<file path="src/rtl/real_clk_pkg.sv">
`default_nettype none
// ============================================================================
// Module      : real_clk_pkg
// Description : Shared definitions for the real-clock display path:
//               active-low seven-segment patterns {g,f,e,d,c,b,a} for the
//               digits 0..9, the capture FSM state encoding and the time
//               field limits.
// Revision    : 1.0 - initial release
// ============================================================================
package real_clk_pkg;

    // Active-low segment patterns, bit order {g,f,e,d,c,b,a}
    localparam logic [6:0] SEG_0 = 7'h40;
    localparam logic [6:0] SEG_1 = 7'h79;
    localparam logic [6:0] SEG_2 = 7'h24;
    localparam logic [6:0] SEG_3 = 7'h30;
    localparam logic [6:0] SEG_4 = 7'h19;
    localparam logic [6:0] SEG_5 = 7'h12;
    localparam logic [6:0] SEG_6 = 7'h02;
    localparam logic [6:0] SEG_7 = 7'h78;
    localparam logic [6:0] SEG_8 = 7'h00;
    localparam logic [6:0] SEG_9 = 7'h10;

    // Capture FSM states
    typedef enum logic [1:0] {
        ST_IDLE   = 2'd0,
        ST_SETTLE = 2'd1,
        ST_HELD   = 2'd2
    } cap_state_e;

    // Field limits (exclusive upper bounds)
    localparam logic [6:0] SEC_LIMIT  = 7'd60;
    localparam logic [6:0] MIN_LIMIT  = 7'd60;
    localparam logic [6:0] HOUR_LIMIT = 7'd24;

endpackage
`default_nettype wire

</file>
<file path="src/rtl/ssd_to_bcd.sv">
`default_nettype none
// ============================================================================
// Module      : ssd_to_bcd
// Description : Combinational decoder from an active-low seven-segment
//               pattern back to a BCD digit.
//   seg   in  7 : active-low segments {g,f,e,d,c,b,a}
//   digit out 4 : decoded digit 0..9 (0 when the pattern is not recognised)
//   valid out 1 : pattern is one of the ten accepted digit patterns
// Revision    : 1.0 - initial release
// ============================================================================
module ssd_to_bcd
    import real_clk_pkg::*;
(
    input  logic [6:0] seg,
    output logic [3:0] digit,
    output logic       valid
);

    always_comb begin
        digit = 4'd0;
        valid = 1'b1;
        case (seg)
            SEG_0:   digit = 4'd0;
            SEG_1:   digit = 4'd1;
            SEG_2:   digit = 4'd2;
            SEG_3:   digit = 4'd3;
            SEG_4:   digit = 4'd4;
            SEG_5:   digit = 4'd5;
            SEG_6:   digit = 4'd6;
            SEG_7:   digit = 4'd7;
            SEG_8:   digit = 4'd8;
            SEG_9:   digit = 4'd9;
            default: valid = 1'b0;
        endcase
    end

endmodule
`default_nettype wire

</file>
<file path="src/rtl/ssd_capture.sv">
`default_nettype none
// ============================================================================
// Module      : ssd_capture
// Description : Display-side receiver for the real clock. Watches the
//               multiplexed seven-segment bus, captures each digit once its
//               anode has been stable, assembles a four-digit frame and
//               converts it to binary time fields.
//   clk          in  1 : system clock
//   reset        in  1 : synchronous active-high reset
//   mode         in  1 : 0 = digits show MM:SS, 1 = digits show HH:MM
//   basys_anode  in  4 : active-low digit enables, bit 3 = leftmost digit
//   display_ssd  in  7 : active-low segments {g,f,e,d,c,b,a}
//   q_seconds    out 6 : last committed seconds
//   q_minutes    out 6 : last committed minutes
//   q_hours      out 5 : last committed hours
//   frame_valid  out 1 : one-cycle pulse on a frame commit
//   seg_error    out 1 : one-cycle pulse on a rejected digit or frame
// Parameter   : STABLE_CYCLES (1..255) identical anode samples per capture
// Build macro : SSD_CAPTURE_RANGE_CHECK_EN - reject out-of-range frames
//               instead of truncating them to the port width
// Revision    : 1.0 - initial release
// ============================================================================
module ssd_capture
    import real_clk_pkg::*;
#(
    parameter int STABLE_CYCLES = 4
) (
    input  logic       clk,
    input  logic       reset,
    input  logic       mode,
    input  logic [3:0] basys_anode,
    input  logic [6:0] display_ssd,
    output logic [5:0] q_seconds,
    output logic [5:0] q_minutes,
    output logic [4:0] q_hours,
    output logic       frame_valid,
    output logic       seg_error
);

    localparam logic [7:0] STABLE_C = 8'(STABLE_CYCLES);

    cap_state_e       state_q, state_d;
    logic [7:0]       cnt_q, cnt_d;
    logic [3:0]       anode_prev_q, anode_prev_d;
    logic [3:0]       mask_q, mask_d;
    logic [3:0][3:0]  slot_q, slot_d;
    logic             mode_q, mode_d;
    logic [5:0]       q_seconds_q, q_seconds_d;
    logic [5:0]       q_minutes_q, q_minutes_d;
    logic [4:0]       q_hours_q, q_hours_d;
    logic             frame_valid_q, frame_valid_d;
    logic             seg_error_q, seg_error_d;

    logic             onehot;
    logic [1:0]       idx;
    logic             same;
    logic             capture;
    logic [7:0]       cnt_next;
    logic [3:0]       mask_next;
    logic [6:0]       upper;
    logic [6:0]       lower;
    logic [3:0]       dec_digit;
    logic             dec_valid;

    ssd_to_bcd u_dec (
        .seg   (display_ssd),
        .digit (dec_digit),
        .valid (dec_valid)
    );

    // Anode qualification: only one-hot-low values select a slot; blank and
    // illegal values are treated alike by the FSM.
    always_comb begin
        onehot = 1'b1;
        idx    = 2'd0;
        case (basys_anode)
            4'b0111: idx = 2'd3;
            4'b1011: idx = 2'd2;
            4'b1101: idx = 2'd1;
            4'b1110: idx = 2'd0;
            default: onehot = 1'b0;
        endcase
    end

    // Stability tracking. Coming from IDLE the previous sample is not
    // trusted, so the first one-hot sample always restarts the count at 1.
    always_comb begin
        state_d      = state_q;
        cnt_d        = cnt_q;
        anode_prev_d = basys_anode;
        capture      = 1'b0;
        same         = (state_q != ST_IDLE) && (basys_anode == anode_prev_q);
        cnt_next     = same ? (cnt_q + 8'd1) : 8'd1;

        if (!onehot) begin
            state_d = ST_IDLE;
            cnt_d   = 8'd0;
        end else if (state_q == ST_HELD && same) begin
            state_d = ST_HELD;
        end else begin
            cnt_d = cnt_next;
            if (cnt_next >= STABLE_C) begin
                capture = 1'b1;
                state_d = ST_HELD;
            end else begin
                state_d = ST_SETTLE;
            end
        end
    end

    // Slot capture, frame assembly and commit
    always_comb begin
        slot_d        = slot_q;
        mask_next     = mask_q;
        mask_d        = mask_q;
        mode_d        = mode_q;
        q_seconds_d   = q_seconds_q;
        q_minutes_d   = q_minutes_q;
        q_hours_d     = q_hours_q;
        frame_valid_d = 1'b0;
        seg_error_d   = 1'b0;

        if (capture) begin
            if (dec_valid) begin
                slot_d[idx]    = dec_digit;
                mask_next[idx] = 1'b1;
            end else begin
                seg_error_d = 1'b1;
                mask_next   = 4'b0000;
            end
        end

        // Fields are built from slot_d so the digit captured this cycle is
        // already part of the frame.
        upper = 7'(slot_d[3]) * 7'd10 + 7'(slot_d[2]);
        lower = 7'(slot_d[1]) * 7'd10 + 7'(slot_d[0]);

        if (mode != mode_q) begin
            // Mode change beats a completing capture: the frame is dropped.
            mode_d = mode;
            mask_d = 4'b0000;
        end else if (mask_next == 4'b1111) begin
            mask_d = 4'b0000;
`ifdef SSD_CAPTURE_RANGE_CHECK_EN
            if (!mode_q) begin
                if (upper < MIN_LIMIT && lower < SEC_LIMIT) begin
                    q_minutes_d   = upper[5:0];
                    q_seconds_d   = lower[5:0];
                    frame_valid_d = 1'b1;
                end else begin
                    seg_error_d   = 1'b1;
                end
            end else begin
                if (upper < HOUR_LIMIT && lower < MIN_LIMIT) begin
                    q_hours_d     = upper[4:0];
                    q_minutes_d   = lower[5:0];
                    frame_valid_d = 1'b1;
                end else begin
                    seg_error_d   = 1'b1;
                end
            end
`else
            if (!mode_q) begin
                q_minutes_d = upper[5:0];
                q_seconds_d = lower[5:0];
            end else begin
                q_hours_d   = upper[4:0];
                q_minutes_d = lower[5:0];
            end
            frame_valid_d = 1'b1;
`endif
        end else begin
            mask_d = mask_next;
        end
    end

`ifndef SSD_CAPTURE_RANGE_CHECK_EN
    // Bit 6 of each field only matters when out-of-range frames are checked.
    logic unused_field_msb;
    assign unused_field_msb = upper[6] ^ lower[6];
`endif

    always_ff @(posedge clk) begin
        if (reset) begin
            state_q       <= ST_IDLE;
            cnt_q         <= 8'd0;
            anode_prev_q  <= 4'b1111;
            mask_q        <= 4'b0000;
            slot_q        <= '0;
            mode_q        <= 1'b0;
            q_seconds_q   <= 6'd0;
            q_minutes_q   <= 6'd0;
            q_hours_q     <= 5'd0;
            frame_valid_q <= 1'b0;
            seg_error_q   <= 1'b0;
        end else begin
            state_q       <= state_d;
            cnt_q         <= cnt_d;
            anode_prev_q  <= anode_prev_d;
            mask_q        <= mask_d;
            slot_q        <= slot_d;
            mode_q        <= mode_d;
            q_seconds_q   <= q_seconds_d;
            q_minutes_q   <= q_minutes_d;
            q_hours_q     <= q_hours_d;
            frame_valid_q <= frame_valid_d;
            seg_error_q   <= seg_error_d;
        end
    end

    assign q_seconds   = q_seconds_q;
    assign q_minutes   = q_minutes_q;
    assign q_hours     = q_hours_q;
    assign frame_valid = frame_valid_q;
    assign seg_error   = seg_error_q;

endmodule
`default_nettype wire

</file>
<file path="config.mk">
export PLATFORM = sky130hd
export DESIGN_NAME = ssd_capture
export DESIGN_NICKNAME = d
export VERILOG_FILES = /design/src/rtl/real_clk_pkg.sv /design/src/rtl/ssd_to_bcd.sv /design/src/rtl/ssd_capture.sv
export SDC_FILE = /design/constraint.sdc
export NUM_CORES = 1
export LEC_CHECK = 0
export BUFFER_PORTS_ARGS = -buffer_cell sky130_fd_sc_hd__buf_2
export CELL_PAD_IN_SITES_DETAIL_PLACEMENT = 0
export CELL_PAD_IN_SITES_GLOBAL_PLACEMENT = 1
export CORE_ASPECT_RATIO = 1.5
export CORE_MARGIN = 4
export CORE_UTILIZATION = 44
export CTS_CLUSTER_DIAMETER = 80
export DETAILED_ROUTE_END_ITERATION = 10
export PLACE_DENSITY_LB_ADDON = 0.2
export SYNTH_ARGS = -nofsm -noshare
export SYNTH_HDL_FRONTEND = slang
export SYNTH_SLANG_ARGS = --single-unit
export TNS_END_PERCENT = 10
</file>
<file path="constraint.sdc">
create_clock -name clk -period 4.7 [get_ports clk]
set_input_delay 0.94 -clock clk [delete_from_list [all_inputs] [get_ports clk]]
set_output_delay 0.94 -clock clk [all_outputs]
set_load 0.02 [all_outputs]
</file>
==> results of run 1 <==
Yosys cell counts (all sizes together), types with 10 or more instances:
library cell,count
xnor2,12
nor2b,11
nand2,26
mux2i,14
nor2,43
clkbuf,10
a21oi,19
xor2,11
ha,15
nand3,12
dfxtp,54
inv,13
mux2,10
per-stage QoR:
| step | util, % | std cells | instance area, um2 | power, mW | hold WS (ns) |
|---|---|---|---|---|---|
| after floorplan | - | 341 | 3010 | 0.509 | 0.435 |
| after global placement | 50.1 | 447 | 3290 | 0.526 | 0.441 |
| after detailed placement | 50.1 | 447 | 3290 | 0.526 | 0.446 |
| after CTS | 51.7 | 455 | 3400 | 0.818 | 0.461 |
| after global routing | 51.7 | 455 | 3400 | 0.836 | 0.484 |
| final | 51.7 | 455 | 3400 | 0.802 | 0.462 |
final timing paths:
check	slack [ns]	startpoint	to	cells past startpoint
hold / removal	0.46	q_seconds[2]	q_seconds[2]	2
hold reg to reg	0.46	q_seconds[2]	q_seconds[2]	2
setup / recovery	0.38	display_ssd[5]	q_minutes[4]	15
setup reg to reg	0.48	cnt_q[0]	q_minutes[4]	15
worst min-delay path, stage by stage (launching register included):
cell,delay [ns]
dfxtp_1,0.32
nand2_1,0.05
a21oi_1,0.05
power groups by stage:
stage	logic [mW]	clock network (mW)	registers, mW
CTS	0.0513	0.302	0.465
global placement	0.0508	0	0.475
detailed placement	0.0510	0	0.475
global route	0.0568	0.314	0.465
finish	0.0509	0.286	0.465
floorplan	0.0355	0	0.473
final cells by class:
| type | count | area [um2] |
|---|---|---|
| Fill cell | 640 | 3180 |
| Multi-Input combinational cell | 258 | 1800 |
| Sequential cell | 54 | 1080 |
| Timing Repair Buffer | 46 | 265 |
| Clock buffer | 7 | 96.3 |
| Tap cell | 76 | 95.1 |
| Inverter | 13 | 48.8 |
| Clock inverter | 1 | 8.76 |
layout by cell type, fill, tap and decap left out, types with 7 or more instances in the layout:
master / instances
dfxtp_1: 54
nor2_1: 42
buf_2: 32
nand2_1: 25
a21oi_1: 18
ha_1: 15
mux2i_1: 14
buf_4: 14
inv_1: 13
nand3_1: 12
xnor2_1: 12
xor2_1: 11
nor2b_1: 11
mux2_2: 10
nor3_1: 9
o21ai_0: 7
or2_2: 7
clkbuf_8: 7
registers in the layout, summed over array words and instances (netlist names):
name,count
cnt_q,8
seg_error,1
mask_q,4
q_hours,5
slot_q,16
frame_valid,1
mode_q,1
q_minutes,6
q_seconds,6
anode_prev_q,4
state_q,2
cell families (layout without fill, tap and decap cells):
group,Yosys count,after routing,share of synthesized area [%]
AND/OR/NAND/NOR,139,139,24.5
flip-flops,54,54,35.9
multiplexers,24,24,8.40
AO/OA/AOI/OAI,55,55,12.7
XOR/XNOR,23,23,6.70
buffers and inverters,29,67,4.16
adder cells (fa/ha/maj),17,17,7.57
per-layer routing:
layer / vias up / part of all wire, %
li1: 1259 / -
met1: 1164 / 38
met2: 41 / 56
met3: 20 / 2.5
met4: 0 / 3.4
met5: - / 0
==> metrics.md, run 1 <==
| Metric | Value |
|---|---|
| Gr usage total | 17.4% |
| Crit path kind | in2reg |
| Worst path bufs/invs | 1 |
| Rows | 36 |
| Seq/Total Area, Yosys | 35.9% |
| H-Tree Depth | 2 |
| Worst-margin pin slew | 0.771 ns |
| CTS Buffer Depth | 2 |
| Iter 0 DRT Violations | 75 |
| Reg clk slew, reported paths | 0.09 ns |
| Sw Ratio | 23.2% |
| Top Family by Delay on Critical Path | simple AND/OR/NAND/NOR gates |
| Setup TNS | 0 ns |
| Area contributors post-synth | dfxtp_1 36%, ha_1 6.2%, nor2_1 5.2% |
| Grt met1 use | 18.1% |
| Pwr Density | 236 nW/um2 |
| Final worst slack | 0.384 ns |
| CP Capture Type | flip-flop |
| Mapped Area | 3010 um2 |
| Slew HR | 48.6% |
| Yosys reg bits | 54 |
| Top_reg_cell synth | dfxtp_1 |
| Max Cap Violations | 0 |
| Ys async rst share | 0% |
| Worst VDD drop | 0.170 mV |
| F_max | 232 MHz |
| Worst EP arrival | 4.54 ns |
| # resized after CTS | 0 |
| Starting Density | 45.7% |
| Largest net degree at the start of global routing | 46 |
| Mapped Nets | 372 |
| Layout Skew | 0.00637 ns |
| GPL Wtd Cong | 0.843 |
| Grt met3 use | 2.95% |
| Core Footprint | 6580 um2 |
| Sequential fraction of design power | 57.9% |
| Num CTS Buffers | 5 |
| Full die area | 8250 um2 |
| Sequence of cells on the critical path | buf_2 -> or4_4 -> a211oi_2 -> a221o_2 -> nor2_2 -> or3_4 -> mux2_2 -> ha_1 -> ha_1 -> a21oi_1 -> mux2i_1 -> o21ai_0 -> nor3_1 -> nand2_1 -> a311oi_1 |
| Gr busiest metal | met2 |
| RSZ-0062 raised after global routing | no |
| Slowest stage cell, crit path | or4_4 |
| Clock sink total | 54 |
| Initial antenna violation count | 0 |
| Port bufs | 32 |
| Period utilisation layout | 91.8% |
| Synth-to-layout area growth | 12.9% |
| WL final | 6660 um |
| DRT Pass-1 Iters | 4 |
| Final HPWL DP | 5230 um |
| Root Driver | clkbuf_8 |
| CTS tree | yes |
| Crit path max fanout | 7 |
| Vias in the first global route | 2325 |
| Layout cells sized above 1 | 21.6% |
| Global-route wire length before repair | 10900 um |
| Die W | 75.5 um |
| CP most frequent cell | ha_1 |
| P_sw | 0.186 mW |
| Worst Path Required | 4.93 ns |
| Status | finished clean |
| Ys Warns | 0 |
| Combinational power share | 6.4% |
| Netlist cell types | 57 |
| Post-synth EDFFs | 0 |
| Post-CTS Hold Fix Bufs | 0 |
| Hold Path Class | reg2reg |
| Antenna viol nets, final | 0 |
| I/O pin total | 33 |
| Post-CTS setup buffer count | 0 |
| Drt drc | 0 |
| WL/cell | 14.6 um |
| Worst skew pair latency | 0.31 ns |
| Gate Count Post-Synth | 341 |
| DR vias/cell | 5.46 |
| Clock share of power | 35.7% |
| CP max stage delay | 0.54 ns |
| Nets | 409 |
| Setup Viol. Count Final | 0 |
| N_diodes | 0 |
| Die Y-Extent | 109 um |
| Routed vias | 2484 |
| Remaining Overflow, GRT | 0 |
| Share of the synthesized area in the top cell type | 35.9% |
| Leakage power | 1.43 nW |
| Met2 Resource Use GR | 32.6% |
| Fin. Hold Viols | 0 |
| Pre-CTS setup slack | 0.0497 ns |
| Worst Setup Start Kind | input port |
| Synthesized area per cell | 8.82 um2 |
| Area leader, netlist | dfxtp_1 |
| Final Critical Period | 4.32 ns |
| Slew Limit Fails | 0 |
| Internal | 0.616 mW |
No activity file was read; power rests on OpenSTA's default activity.
==> run 2: changes to the inputs <==
--- a/config.mk
+++ b/config.mk
@@ -14,6 +14,7 @@
 export CTS_CLUSTER_DIAMETER = 80
 export DETAILED_ROUTE_END_ITERATION = 10
 export PLACE_DENSITY_LB_ADDON = 0.2
+export REMOVE_ABC_BUFFERS = 1
 export SYNTH_ARGS = -nofsm -noshare
 export SYNTH_HDL_FRONTEND = slang
 export SYNTH_SLANG_ARGS = --single-unit
==> run 2 against run 1 <==
Highest routed layer unchanged. Largest power group unchanged. First-iteration DRC count rose by 31%. Critical path depth did not move. Via count fell by 1.2%. Clock power fell by 5%. Cell area fell by 0.52%. Routed wire length fell by 0.17%. Total power fell by 1.8%. Die area did not move. Hold slack got worse by 0.00080 ns.
==> metrics.md, run 2 (synthesized netlist as in run 1, its figures left out) <==
| Metric | Value |
|---|---|
| Die W | 75.5 um (unchanged) |
| Combinational power share | 6.5% (about the same) |
| Fin area | 3380 um2 (-0.52%) |
| Antenna viol nets, final | 0 (unchanged) |
| Critical path launch point | display_ssd[5] |
| Cell count of the worst hold path | 2 (unchanged) |
| Worst Setup Start Kind | input port |
| Slowest stage cell, crit path | or4_4 |
| Pwr Density | 233 nW/um2 (-1.3%) |
| Post-CTS Hold Fix Bufs | 0 (unchanged) |
| Final HPWL DP | 5230 um (about the same) |
| Worst-case reg-to-reg path depth | 15 (unchanged) |
| Max Cap Violations | 0 (unchanged) |
| Max reg flops | 16 (unchanged) |
| Slew HR | 46.6% (-2.1 points) |
| Reg-to-reg slack, setup | 0.48 ns (about the same) |
| Critical Path Stages | 15 (unchanged) |
| Finished Layout Cells | 454 (-0.22%) |
| Worst-margin pin slew | 0.802 ns (+0.0308 ns) |
| Starting Density | 45.7% (unchanged) |
| Hold endpoint | q_seconds[2] |
| Placed cells | 446 (-0.22%) |
| Core Footprint | 6580 um2 (unchanged) |
| Final Critical Period | 4.33 ns (+0.0160 ns) |
| Root Driver | clkbuf_8 |
| Layout Skew | 0.00772 ns (+0.00135 ns) |
| Period utilisation layout | 92.2% (+0.34 points) |
| CTS Buffer Depth | 2 (unchanged) |
| Post-CTS setup buffer count | 0 (unchanged) |
| Port bufs | 32 (unchanged) |
| Sequential fraction of design power | 59.0% (+1.1 points) |
| GPL Wtd Cong | 0.852 (+1.1%) |
| Crit path kind | in2reg |
| # resized after CTS | 0 (unchanged) |
| Initial antenna violation count | 0 (unchanged) |
| Fin. Hold Viols | 0 (unchanged) |
| CP max stage delay | 0.54 ns (about the same) |
| Final worst slack | 0.368 ns (-0.0160 ns) |
| N_diodes | 0 (unchanged) |
| Area post-placement | 3280 um2 (-0.23%) |
| Worst VDD drop | 0.190 mV (+11%) |
| Top Family by Delay on Critical Path | simple AND/OR/NAND/NOR gates |
| Num CTS Buffers | 5 (unchanged) |
| Nets | 408 (-0.24%) |
| Worst Path Required | 4.91 ns (-0.02 ns) |
| Remaining Overflow, GRT | 0 (unchanged) |
| Commonest non-fill, non-tap cell in the layout | dfxtp_1 |
| P_sw | 0.185 mW (-0.63%) |
| Slew Limit Fails | 0 (unchanged) |
| Sequence of cells on the critical path | buf_2 -> or4_4 -> a211oi_2 -> a221o_2 -> nor2_2 -> or3_4 -> mux2_2 -> ha_1 -> ha_1 -> a21oi_1 -> mux2i_1 -> o21ai_0 -> nor3_1 -> nand2_1 -> a311oi_1 |
| WL final | 6650 um (-0.17%) |
| Global-route wire length before repair | 11300 um (+4.4%) |
| Most flops, register | slot_q |
| Worst path bufs/invs | 1 (unchanged) |
| CTS tree | yes |
| Sw Ratio | 23.4% (+0.27 points) |
| Vias in the first global route | 2485 (+6.9%) |
| Drt drc | 0 (unchanged) |
| CP most frequent cell | ha_1 |
| Clock share of power | 34.5% (-1.2 points) |
| Top Registers | slot_q x16, cnt_q x8 |
| Hold Path Class | reg2reg |
| Internal | 0.603 mW (-2.1%) |
| Setup TNS | 0 ns (unchanged) |
| CP Capture Type | flip-flop |
| Clock sink total | 54 (unchanged) |
| Layout cells sized above 1 | 21.2% (-0.47 points) |
| Iter 0 DRT Violations | 98 (+31%) |
| Full die area | 8250 um2 (unchanged) |
| RSZ-0062 raised after global routing | no |
| Reg clk slew, reported paths | 0.10 ns (about the same) |
| Pre-CTS setup slack | 0.0544 ns (+0.00467 ns) |
| Reg-to-reg endpoint | q_minutes[4] |
| Most frequent cells in the layout | 54 x dfxtp_1, 42 x nor2_1, 32 x buf_2 |
| Gr usage total | 17.9% (+0.45 points) |
| Crit path max fanout | 7 (unchanged) |
| F_max | 231 MHz (-0.37%) |
| H-Tree Depth | 2 (unchanged) |
| Setup Viol. Count Final | 0 (unchanged) |
| Die Y-Extent | 109 um (unchanged) |
| Worst EP arrival | 4.55 ns (about the same) |
| Status | finished clean |
| I/O pin total | 33 (unchanged) |
| Synth-to-layout area growth | 12.4% |
| Hold_sp | q_seconds[2] |
| Leakage power | 1.42 nW (-0.77%) |
| Worst skew pair latency | 0.30 ns (about the same) |
| RR Startpoint | cnt_q[0] |
| DRT Pass-1 Iters | 4 (unchanged) |
| Rows | 36 (unchanged) |
| Largest net degree at the start of global routing | 46 (unchanged) |
| DR vias/cell | 5.40 (-1.0%) |
| WL/cell | 14.6 um (about the same) |
| Routed vias | 2453 (-1.2%) |
-- run 2: routing by layer --
| layer | track usage (%) | routed length (um) | vias up |
|---|---|---|---|
| met2 | 33.3 | 3610 | 36 |
| li1 | - | - | 1267 |
| met4 | 7.88 | 210 | 0 |
| met1 | 19.0 | 2650 | 1138 |
| met5 | 0 | 0 | - |
| met3 | 2.77 | 176 | 12 |
-- run 2: stage by stage --
step / utilization [%] / hold WS (ns) / total power, mW
finish: 51.4 / 0.461 / 0.788
global route: 51.4 / 0.487 / 0.826
CTS: 51.4 / 0.459 / 0.803
detailed placement: 49.9 / 0.444 / 0.527
global placement: 49.9 / 0.444 / 0.527
floorplan: - / 0.435 / 0.501
-- run 2: final cells by class --
cell class              instances  area, um2
clock buffers                   7       86.3
well taps                      76       95.1
clock inverters                 1       8.76
inverters                      13       48.8
fillers                       637       3200
repair buffers                 45        258
flip-flops and latches         54       1080
multi-input cells             258       1800
-- run 2: power by group through the flow --
stage | registers (mW) | logic, mW | clock network, mW
global route | 0.465 | 0.0575 | 0.303
floorplan | 0.474 | 0.0266 | 0
global placement | 0.475 | 0.0518 | 0
detailed placement | 0.475 | 0.0521 | 0
finish | 0.464 | 0.0515 | 0.272
CTS | 0.465 | 0.0523 | 0.286
-- run 2: how the worst max path moves through the flow --
stage / slack (ns) / end
after detailed placement: 0.05 / q_minutes[4]
after global placement: 0.14 / q_seconds[4]
final: 0.37 / q_minutes[4]
after floorplan: 0.35 / q_minutes[5]
after global routing: 0.007 / q_minutes[4]
after CTS: 0.36 / q_minutes[4]
-- run 2: worst register-to-register path: cells and delay by family, from the launching register on --
family	cells	cell delay, ns
simple gates	5	1.07
flops	1	0.40
compound gates	5	1.26
mux	2	0.52
fa+ha+maj	3	0.87
==> run 3: changes to the inputs <==
--- a/config.mk
+++ b/config.mk
@@ -6,11 +6,9 @@
 export NUM_CORES = 1
 export LEC_CHECK = 0
 export BUFFER_PORTS_ARGS = -buffer_cell sky130_fd_sc_hd__buf_2
-export CELL_PAD_IN_SITES_DETAIL_PLACEMENT = 0
-export CELL_PAD_IN_SITES_GLOBAL_PLACEMENT = 1
 export CORE_ASPECT_RATIO = 1.5
 export CORE_MARGIN = 4
-export CORE_UTILIZATION = 44
+export CORE_UTILIZATION = 30
 export CTS_CLUSTER_DIAMETER = 80
 export DETAILED_ROUTE_END_ITERATION = 10
 export PLACE_DENSITY_LB_ADDON = 0.2
==> run 3 against run 2 <==
Hold slack lost 0.0051 ns. Count of clock-buffer cells in the layout shrank 2. Sequential cell count is the same. Sequential power is essentially flat. Register-to-register slack is essentially flat. Routed wire length grew 8.0%. Highest routed layer unchanged.
==> metrics.md, run 3 (synthesized netlist as in run 1, its figures left out) <==
| Metric | Value |
|---|---|
| Iter 0 DRT Violations | 109 (+11%) |
| Top Registers | slot_q x16, cnt_q x8 |
| Remaining Overflow, GRT | 0 (unchanged) |
| Worst skew pair latency | 0.30 ns (about the same) |
| Vias in the first global route | 2430 (-2.2%) |
| Crit path max fanout | 5 (-2) |
| Initial antenna violation count | 0 (unchanged) |
| Top Family by Delay on Critical Path | simple AND/OR/NAND/NOR gates |
| Sequential fraction of design power | 51.6% (-7.4 points) |
| Routed vias | 2462 (+0.37%) |
| Setup Viol. Count Final | 0 (unchanged) |
| CTS Buffer Depth | 2 (unchanged) |
| Fin area | 3490 um2 (+3.3%) |
| Reg-to-reg slack, setup | 0.48 ns (about the same) |
| Drt drc | 0 (unchanged) |
| CTS tree | yes |
| Max Cap Violations | 0 (unchanged) |
| Final worst slack | 0.348 ns (-0.0201 ns) |
| Rows | 44 (+22%) |
| Final Critical Period | 4.35 ns (+0.0201 ns) |
| Pwr Density | 258 nW/um2 (+11%) |
| Pre-CTS setup slack | 0.0303 ns (-0.0241 ns) |
| Worst Setup Start Kind | input port |
| Post-CTS Hold Fix Bufs | 0 (unchanged) |
| Worst Path Required | 4.91 ns (about the same) |
| Largest net degree at the start of global routing | 46 (unchanged) |
| P_sw | 0.218 mW (+18%) |
| Root Driver | clkbuf_16 |
| Nets | 409 (+0.25%) |
| Starting Density | 30.9% (-15 points) |
| Reg clk slew, reported paths | 0.07 ns (-0.03 ns) |
| RSZ-0062 raised after global routing | no |
| Die Y-Extent | 131 um (+20%) |
| Synth-to-layout area growth | 16.1% |
| Post-CTS setup buffer count | 0 (unchanged) |
| Hold Path Class | reg2reg |
| Period utilisation layout | 92.6% (+0.43 points) |
| Slew Limit Fails | 0 (unchanged) |
| # resized after CTS | 0 (unchanged) |
| Hold Slack | 0.456 ns (-0.00507 ns) |
| Worst-margin pin slew | 0.816 ns (+0.0143 ns) |
| WL/cell | 14.5 um (-0.71%) |
| Most flops, register | slot_q |
| Full die area | 11700 um2 (+42%) |
| Core Footprint | 9740 um2 (+48%) |
| Fin. Hold Viols | 0 (unchanged) |
| Clock share of power | 42.5% (+8.0 points) |
| Layout cells sized above 1 | 21.6% (+0.47 points) |
| Sw Ratio | 24.2% (+0.77 points) |
| Antenna viol nets, final | 0 (unchanged) |
| Slew HR | 45.6% (-0.96 points) |
| Finished Layout Cells | 494 (+8.8%) |
| I/O pin total | 33 (unchanged) |
| Num CTS Buffers | 5 (unchanged) |
| Port bufs | 32 (unchanged) |
| Most frequent cells in the layout | 54 x dfxtp_1, 42 x nor2_1, 32 x buf_2 |
| Placed cells | 486 (+9.0%) |
| CP Capture Type | flip-flop |
| Layout Skew | 0.00481 ns (-0.00291 ns) |
| GPL Wtd Cong | 0.866 (+1.7%) |
| CP most frequent cell | ha_1 |
| H-Tree Depth | 2 (unchanged) |
| Status | finished clean |
| Clock sink total | 54 (unchanged) |
| Internal | 0.682 mW (+13%) |
| F_max | 230 MHz (-0.46%) |
| Worst path bufs/invs | 1 (unchanged) |
| Slowest stage cell, crit path | or4_4 |
| CP max stage delay | 0.52 ns (-0.02 ns) |
| Area post-placement | 3340 um2 (+1.7%) |
| Commonest non-fill, non-tap cell in the layout | dfxtp_1 |
| Combinational power share | 5.9% (-0.6 points) |
| Final HPWL DP | 5500 um (+5.2%) |
| WL final | 7180 um (+8.0%) |
| Setup TNS | 0 ns (unchanged) |
| Leakage power | 1.45 nW (+1.9%) |
| Sequence of cells on the critical path | buf_2 -> or4_4 -> a211oi_2 -> a221o_2 -> nor2_2 -> or3_4 -> mux2_2 -> ha_1 -> ha_1 -> a21oi_1 -> mux2i_1 -> o21ai_0 -> nor3_1 -> nand2_1 -> a311oi_1 |
| N_diodes | 0 (unchanged) |
| DRT Pass-1 Iters | 4 (unchanged) |
| Crit path kind | in2reg |
| DR vias/cell | 4.98 (-7.8%) |
| Worst EP arrival | 4.56 ns (about the same) |
| Die W | 89.8 um (+19%) |
| Worst VDD drop | 0.163 mV (-14%) |
| Gr usage total | 12.5% (-5.4 points) |
| Max reg flops | 16 (unchanged) |
| Global-route wire length before repair | 11600 um (+2.4%) |
run 3: changes by cell type in the layout (fill, tap and decap cells not counted):
cell / before / now
clkbuf_1: 1 / 0
clkbuf_8: 6 / 0
clkbuf_16: 0 / 5
clkinvlp_4: 0 / 1
buf_4: 13 / 14
clkinv_4: 0 / 1
run 3: tightest hold or removal path: cells and delay by family, from the launching register on:
family,cells,cell delay [ns]
AO/OA/AOI/OAI,1,0.05
flip-flops,1,0.31
AND/OR/NAND/NOR,1,0.05
run 3: power groups by stage:
stage / logic (mW) / registers [mW] / clock network (mW)
after floorplan: 0.0266 / 0.474 / 0
after global placement: 0.0527 / 0.475 / 0
after detailed placement: 0.0535 / 0.475 / 0
after CTS: 0.0538 / 0.464 / 0.396
after global routing: 0.0600 / 0.465 / 0.413
final: 0.0533 / 0.464 / 0.382
run 3: path summary, 6_finish.rpt:
path	depth (start not counted)	end	from
max	15	q_minutes[4]	display_ssd[2]
max reg2reg	16	q_minutes[5]	cnt_q[0]
min reg2reg	2	q_seconds[2]	q_seconds[2]
min	2	q_seconds[2]	q_seconds[2]
run 3: cell type report:
cell class	instances	area (um2)
Tap cell	115	144
Inverter	13	48.8
Multi-Input combinational cell	258	1800
Fill cell	1007	6250
Sequential cell	54	1080
Timing Repair Buffer	46	265
Clock buffer	5	125
Clock inverter	3	25.0
run 3: routing by layer:
layer,GRT usage [%],up-vias,wire (um)
met2,24.3,43,3810
li1,-,1257,-
met4,6.23,0,238
met1,12.9,1149,2950
met5,0,-,0
met3,2.35,13,186
run 3: metrics by stage:
| step | utilization (%) | total power [mW] |
|---|---|---|
| 6_report | 35.8 | 0.900 |
| 5_1_grt | 35.8 | 0.938 |
| 4_1_cts | 35.8 | 0.914 |
| 3_5_place_dp | 34.3 | 0.529 |
| 3_3_place_gp | 34.3 | 0.528 |
| 2_1_floorplan | - | 0.501 |
